$ cat config.mk
export PLATFORM = sky130hd
export DESIGN_NAME = bp_fe_bp_tournament_gsh
export DESIGN_NICKNAME = d
export VERILOG_FILES = /design/src/rtl/bp_fe_bp_tournament_gsh.sv
export SDC_FILE = /design/constraint.sdc
export NUM_CORES = 1
export LEC_CHECK = 0
export CAP_MARGIN = 20
export CORE_MARGIN = 2
export CORE_UTILIZATION = 40
export DETAILED_ROUTE_END_ITERATION = 6
export PLACE_DENSITY_LB_ADDON = 0.15
export SYNTH_ARGS = -nofsm -noshare
export SYNTH_HDL_FRONTEND = slang
export SYNTH_SLANG_ARGS = --single-unit
export TNS_END_PERCENT = 50
$ cat constraint.sdc
create_clock -name clk_i -period 4.9 [get_ports clk_i]
set_input_delay 0.49 -clock clk_i [delete_from_list [all_inputs] [get_ports clk_i]]
set_output_delay 0.49 -clock clk_i [all_outputs]
set_load 0.02 [all_outputs]
$ cat src/rtl/bp_fe_bp_tournament_gsh.sv
// Tournament branch predictor built from three counter tables: local, global and selector.
// - The local and selector tables are indexed by the branch index.
// - The global table is indexed by gidx(). Define BP_FE_BP_GSHARE_EN to XOR the history
//   into the index (gshare). Otherwise the index is the zero-extended history alone.
// - After reset, an INIT sweep writes the weakly-not-taken midpoint into every entry.
//   Requests and updates are accepted only once that sweep has finished.
module bp_fe_bp_tournament_gsh #(
  parameter int bht_idx_width_p   = 4,
  parameter int ghist_width_p     = 4,
  parameter int bp_cnt_sat_bits_p = 2
) (
  input  logic                       clk_i,
  input  logic                       reset_i,
  output logic                       ready_o,
  input  logic                       r_v_i,
  input  logic [bht_idx_width_p-1:0] idx_r_i,
  output logic                       predict_v_o,
  output logic                       predict_o,
  output logic                       src_o,
  output logic [ghist_width_p-1:0]   ghist_o,
  input  logic                       w_v_i,
  input  logic [bht_idx_width_p-1:0] idx_w_i,
  input  logic [ghist_width_p-1:0]   ghist_w_i,
  input  logic                       taken_i
);

  localparam int entries_lp = 1 << bht_idx_width_p;

  typedef logic [bp_cnt_sat_bits_p-1:0] cnt_t;
  typedef logic [bht_idx_width_p-1:0]   idx_t;
  typedef logic [ghist_width_p-1:0]     gh_t;
  typedef enum logic {e_init, e_ready} state_e;

  // Midpoint value: counters strictly above it predict taken (or select global).
  localparam cnt_t half_lp = {1'b0, {(bp_cnt_sat_bits_p-1){1'b1}}};
  localparam cnt_t max_lp  = {bp_cnt_sat_bits_p{1'b1}};
  localparam idx_t last_lp = idx_t'(entries_lp - 1);

  function automatic idx_t gidx(idx_t i, gh_t h);
    idx_t ext;
    ext = '0;
    ext[ghist_width_p-1:0] = h;
`ifdef BP_FE_BP_GSHARE_EN
    return i ^ ext;
`else
    return ext;
`endif
  endfunction

  function automatic cnt_t sat_step(cnt_t c, logic up);
    if (up) return (c == max_lp) ? c : c + cnt_t'(1);
    else    return (c == '0)     ? c : c - cnt_t'(1);
  endfunction

  // NOTE: the tables deliberately have no reset. The INIT sweep is what gives them
  // defined contents, which keeps them mappable onto plain RAM.
  cnt_t local_mem  [entries_lp];
  cnt_t global_mem [entries_lp];
  cnt_t sel_mem    [entries_lp];

  state_e state_q, state_d;
  idx_t   sweep_q, sweep_d;
  gh_t    gh_q, gh_d;
  logic   predict_v_q, predict_v_d;
  logic   predict_q, predict_d;
  logic   src_q, src_d;
  gh_t    ghist_q, ghist_d;

  logic   accept_r, accept_w;
  idx_t   r_gidx, w_gidx;
  cnt_t   r_loc, r_glb, r_sel;
  cnt_t   w_loc, w_glb, w_sel;
  logic   loc_ok, glb_ok;

  logic   tbl_we;
  idx_t   loc_addr, glb_addr;
  cnt_t   loc_wdata, glb_wdata, sel_wdata;

  assign ready_o     = (state_q == e_ready);
  assign predict_v_o = predict_v_q;
  assign predict_o   = predict_q;
  assign src_o       = src_q;
  assign ghist_o     = ghist_q;

  // Table reads use the current (pre-edge) contents, so a same-cycle update is never seen.
  always_comb begin
    accept_r = r_v_i & ready_o & ~reset_i;
    accept_w = w_v_i & ready_o & ~reset_i;
    r_gidx   = gidx(idx_r_i, gh_q);
    w_gidx   = gidx(idx_w_i, ghist_w_i);
    r_loc    = local_mem[idx_r_i];
    r_glb    = global_mem[r_gidx];
    r_sel    = sel_mem[idx_r_i];
    w_loc    = local_mem[idx_w_i];
    w_glb    = global_mem[w_gidx];
    w_sel    = sel_mem[idx_w_i];
    loc_ok   = ((w_loc > half_lp) == taken_i);
    glb_ok   = ((w_glb > half_lp) == taken_i);
  end

  // Table write port: the INIT sweep has priority; an accepted update is used otherwise.
  always_comb begin
    // NOTE: every output of this block gets a default first, so no latch is inferred.
    tbl_we    = 1'b0;
    loc_addr  = idx_w_i;
    glb_addr  = w_gidx;
    loc_wdata = sat_step(w_loc, taken_i);
    glb_wdata = sat_step(w_glb, taken_i);
    sel_wdata = w_sel;
    if (state_q == e_init) begin
      tbl_we    = ~reset_i;
      loc_addr  = sweep_q;
      glb_addr  = sweep_q;
      loc_wdata = half_lp;
      glb_wdata = half_lp;
      sel_wdata = half_lp;
    end else if (accept_w) begin
      tbl_we = 1'b1;
      if (!loc_ok && glb_ok)      sel_wdata = sat_step(w_sel, 1'b1);
      else if (loc_ok && !glb_ok) sel_wdata = sat_step(w_sel, 1'b0);
    end
  end

  // Write the three tables from the single shared port.
  always_ff @(posedge clk_i) begin
    if (tbl_we) begin
      // NOTE: sequential state uses non-blocking assignments, so every read in this
      // cycle sees the pre-edge values.
      local_mem[loc_addr]  <= loc_wdata;
      global_mem[glb_addr] <= glb_wdata;
      sel_mem[loc_addr]    <= sel_wdata;
    end
  end

  // Next-state logic: INIT sweep progress, history shift and prediction outputs.
  always_comb begin
    state_d     = state_q;
    sweep_d     = sweep_q;
    gh_d        = gh_q;
    predict_v_d = 1'b0;
    predict_d   = predict_q;
    src_d       = src_q;
    ghist_d     = ghist_q;
    case (state_q)
      e_init: begin
        sweep_d = sweep_q + idx_t'(1);
        if (sweep_q == last_lp) state_d = e_ready;
      end
      default: begin
        if (accept_w) gh_d = gh_t'({gh_q, taken_i});
        if (accept_r) begin
          predict_v_d = 1'b1;
          src_d       = (r_sel > half_lp);
          predict_d   = (r_sel > half_lp) ? (r_glb > half_lp) : (r_loc > half_lp);
          ghist_d     = gh_q;
        end
      end
    endcase
  end

  // Control and output registers. A synchronous reset restarts the INIT sweep.
  always_ff @(posedge clk_i) begin
    if (reset_i) begin
      state_q     <= e_init;
      sweep_q     <= '0;
      gh_q        <= '0;
      predict_v_q <= 1'b0;
      predict_q   <= 1'b0;
      src_q       <= 1'b0;
      ghist_q     <= '0;
    end else begin
      state_q     <= state_d;
      sweep_q     <= sweep_d;
      gh_q        <= gh_d;
      predict_v_q <= predict_v_d;
      predict_q   <= predict_d;
      src_q       <= src_d;
      ghist_q     <= ghist_d;
    end
  end

endmodule

After elaboration in Yosys (flattened, before gate mapping) --
Memories as Yosys holds them, arrays and structs flattened. A register that Yosys moved wholly into a read port is not among the register bits. Index checks and enable logic that the tools add are counted.
Word-level totals: register bits after elaboration 16, RAM bits 96, input bits 17, memories kept 3
Memories:
- global_mem | depth 16, width 2, rd ports 2, clocked after Yosys merged registers in 1, write ports 1, RTL line 58 | cnt_t global_mem [entries_lp];
- local_mem | depth 16, width 2, rd ports 2, clocked after Yosys merged registers in 0, write ports 1, RTL line 57 | cnt_t local_mem [entries_lp];
- sel_mem | depth 16, width 2, rd ports 2, clocked after Yosys merged registers in 0, write ports 1, RTL line 59 | cnt_t sel_mem [entries_lp];
Cells by class: add/subtract/negate cells 7, $lt $le $gt $ge 5, eq/ne operators 6, muxes and demuxes 26, bitwise gates (word level) 6, reduce and logical (&&, ||, !) cells 10
Operator list (number):
- $mux 2 | 14
- $mux 4 | 4
- $gt 2x1->1 const B | 5
- $mux 1 | 8
- $add 2x1->2 const B | 3
- $eq 2x2->1 const B | 3
- $logic_not 2->1 | 3
- $sub 2x1->2 const B | 3
- $add 4x1->4 const B | 1
- $and 1x1->1 | 4
- $eq 4x4->1 const B | 1
- $reduce_and 2->1 | 2
- $eq 1x1->1 | 2
- $logic_and 1x1->1 | 2
- $logic_not 1->1 | 2
- $not 1->1 | 2
- $reduce_or 2->1 | 1

Logic depth before layout (Yosys ltp) --
An unclocked memory read counts as a cell.
depth after elaboration 9, depth in mapped cells 10, gate-level depth less buffers 7

Worst setup path before layout --
No wires, ideal clock.
path type input to register, start in ghist_w_i[0], end mem global_mem[0][0] (netlist name) (data pin), setup time 330 ps, arrival time 2457 ps, setup slack 2113 ps, stages on the path 6, buffers on the path 1, cell sequence buf_6 -> mux4_2 -> mux4_2 -> inv_1 -> a21oi_1 -> o21ai_0
Between the ends: cells in the longest elaborated chain, start to end 5, elaborated cells between the ends (all ways) 9, classes of those cells add/sub (2); eq/ne (1); mux (4); reduce/logical (1); memory (1)
Ends and longest elaborated chain:
- start, declared | RTL line 23 | input logic [ghist_width_p-1:0] ghist_w_i,
- $mem_v2 16x2 (*)
- $sub 2x1->2 (tied with other cells) | RTL line 52 | else return (c == '0) ? c : c - cnt_t'(1);
- $mux 2, on equally long branches | RTL line 52, 51
- $mux 2 (*) | RTL line 51 | if (up) return (c == max_lp) ? c : c + cnt_t'(1);
- $mux 2 (*) | RTL line 110 | if (state_q == e_init) begin
- via glb_wdata[0] | RTL line 77 | cnt_t loc_wdata, glb_wdata, sel_wdata;
- end, declared | RTL line 58
The timed path passes the listed nets; every way through them passes the cells marked *.

Final worst setup path --
start in idx_w_i[0], end mem sel_mem[12][0] (netlist name) (data pin)
Between the ends: cells in the longest elaborated chain, start to end 8, elaborated cells between the ends (all ways) 17, classes of those cells add/sub (2); order compare (1); eq/ne (2); mux (6); reduce/logical (4); memory (2)
Ends and longest elaborated chain:
- start, declared | RTL line 22 | input logic [bht_idx_width_p-1:0] idx_w_i,
- $mem_v2 16x2
- $gt 2x1->1 | RTL line 97 | loc_ok = ((w_loc > half_lp) == taken_i);
- $eq 1x1->1 | RTL line 97
- $logic_and 1x1->1 or $logic_not 1->1 (tied branches) | RTL line 120, 119
- $mux 2 or $logic_and 1x1->1 (tied branches) | RTL line 120, 119
- $mux 2 | RTL line 119 | if (!loc_ok && glb_ok) sel_wdata = sat_step(w_sel, 1'b1);
- $mux 2 (*) | RTL line 117 | end else if (accept_w) begin
- $mux 2 (*) | RTL line 110
- via sel_wdata[0] | RTL line 77
- end, declared | RTL line 59
Marked as above.

==> flow_summary.toml <==
[yosys]
synth_edf_count = 96
synth_xor_area_share_pct = 0.652
synth.distinct_cells = 46
synth_compound_area_share_pct = 6.24
synth_top_area_share_pct = 53.6
postSynthAreaPerCell_um2 = 14.6
ys_top_cells_by_area = "edfxtp_1 54%, mux4_2 10%, dfxtp_1 7.5%"
synth_common_cells = "96 x edfxtp_1, 49 x nor2_1, 32 x nand2_1"
synth_fa_ha_area_share_pct = 0.629
synth_simple_gate_area_share_pct = 10.5
synth_top_family_by_area = "multiplexers"
synth_fp_nets = 385
synthesis.instances = 367
ys_seq_elements = 116
yosysMostFrequentCell = "edfxtp_1"
synth_area_um2 = 5370
yosys_warnings = 0
yosysTopAreaCell = "edfxtp_1"
synth.area.mux_share_pct = 17.9
synth-seq-area-share_pct = 61.1
synthFlopType = "edfxtp_1"
synthArstFlopShare_pct = 0

[timing]
tns_ns = 0
worstMarginPinSlew_ns = 0.876
skew_ns = 0.00573
rsz0062_at_grt = "no"
finalSetupViolCount = 0
fmax_ghz = 0.280
holdWs_ns = 0.464
final_hold_viol_count = 0
period_share_pct = 72.9
period_minus_slack_ns = 3.57
finalWorstSetupSlack_ns = 1.33
slew_violations = 0
slew_headroom_pct = 41.5

[clock_tree]
ctsHoldBuffers = 0
cts_resized = 0
cts_tree = "yes"
cts.root.buffer_cell = "clkbuf_16"
cts-htree-levels = 4
path_clk_slew_ns = 0.05
cts.sinks = 116
post_cts_buffers = 0
cts_max_path_buffers = 2
cts_buffers = 17
clkLatencyLatePin_ns = 0.41

[worst_setup_path]
reg2reg_slack_ns = 2.11
slowest_delay_ns = 0.96
path_class = "in2reg"
cp_cell_sequence = "clkdlybuf4s50_1, mux4_1, a22oi_1, and3_1, nand2_1, or4b_1, nand2_1, nor3_2"
worstSetupStartpointType = "input pin"
cpMostUsedCell = "nand2_1"
arrival_ns = 3.66
worstSetupEndpointType = "register"
cp_max_fo = 16
crit_path_top_delay_cell = "clkdlybuf4s50_1"
cp.required_ns = 4.99

[drt]
finalWirelength_um = 12000
ant_nets = 0
num_vias = 3194
vias_per_cell = 5.44
route.detailed.drc = 0
post_drt_wl_per_cell_um = 20.5
drt_iter0_drc = 346
drt-pass1-iter-count = 5

[hold_path]
min_path_type = "reg2reg"

[die]
core.rowCount = 42
core_um2 = 13200
io_pins = 25
die_h_um = 120
initial_utilization_pct = 40.7
die_w_um = 120
die_area_um2 = 14400

[pwr]
powerDensity_nw_per_um2 = 381
power_w = 0.00242
leakage_nw = 2.12
ir_drop_uv = 229

[outcome]
status = "completed"

[final_layout]
antenna_cells = 0
drive_gt1_share_pct = 15.8
area_growth_pct = 18.0
fin_nets = 416

[placed_design]
gp_congestion = 0.785
dp_slack_ns = 0.936
io_buffers = 24
hpwl_um = 8590

[global_route]
first_global_vias = 3255
grt_pass1_wl_um = 18800
track_usage_pct = 18.2
grt_overflow_total = 0
grt_max_degree = 31
antenna_found_initial = 0

[job]
max_cap_violations = 0
## cells in the final DEF (no fill, tap or decap), drive strengths merged, types with 2 or more instances in the layout
cell type      count
a211oi             2
mux4              36
nand2             32
inv                9
a31oi              3
nand3              8
maj3               2
nor2              49
a22oi              4
o21ai             16
buf                8
a21oi              7
and2               3
clkbuf            19
nor3               2
mux2i             11
a221oi             5
dfxtp             20
xnor2              4
edfxtp            96
nor2b             11
bufinv             3
nand2b            10
a32oi              4
clkinv             9
clkdlybuf4s50     24
## sequential cells by signal, indices dropped and copies added (netlist names), named ones only
register and count:
global_mem 32, local_mem 32, sel_mem 32, gh_q 4, ghist_o 4, sweep_q 4, predict_o 1, predict_v_o 1
ready_o 1, src_o 1
## layer usage
metal / vias to the layer above / part of all wire (%) / track usage, %
li1: 1482 / - / -
met5: - / 0 / 0
met1: 1609 / 44 / 23.3
met4: 0 / 1.9 / 6.69
met3: 16 / 4.0 / 5.09
met2: 87 / 50 / 29.7
## worst max-delay path, delay by kind of cell
family | cells | cell delay, ns
AOI/OAI and AO/OA | 1 | 0.18
buffers and inverters | 1 | 0.96
muxes | 1 | 0.68
and+or+nand+nor | 5 | 1.33
## cells by family after synthesis
group | Yosys count
fa+ha+maj | 3
xor+xnor | 4
mux | 47
flops | 116
simple gates | 121
compound gates | 47
buf+inv | 29
## worst paths after layout
kind / startpoint / end / cells after the start
hold / removal: gh_q[3]$_SDFFE_PP0P_ / ghist_o[3]$_SDFFE_PP0P_ / 2
setup reg to reg: global_mem[5][1]$_DFFE_PP_ / sel_mem[12][0]$_DFFE_PP_ / 6
setup / recovery: idx_w_i[0] / sel_mem[12][0]$_DFFE_PP_ / 8
hold reg to reg: gh_q[3]$_SDFFE_PP0P_ / ghist_o[3]$_SDFFE_PP0P_ / 2
## power breakdown
group	switching (W)	leakage, nW	internal, W
Sequential	0.00000638	1.05	0.00106
Clock	0.000411	0.278	0.000786
Combinational	0.0000814	0.789	0.0000662
Total	0.000498	2.12	0.00192
## metrics by stage
step | area, um^2 | utilization (%) | std cells
2_1_floorplan | 5370 | - | 367
3_3_place_gp | 5770 | 43.7 | 555
3_5_place_dp | 5770 | 43.7 | 555
4_1_cts | 6340 | 48.1 | 587
5_1_grt | 6340 | 48.1 | 587
6_report | 6340 | 48.1 | 587
## layout make-up
cell class | instances | area [um^2]
flip-flops and latches | 116 | 3280
fillers | 1156 | 6850
multi-input cells | 222 | 1930
inverters | 9 | 33.8
repair buffers | 32 | 300
clock inverters | 13 | 140
clock buffers | 19 | 433
well taps | 176 | 220
No activity file was read; power rests on OpenSTA's default activity.
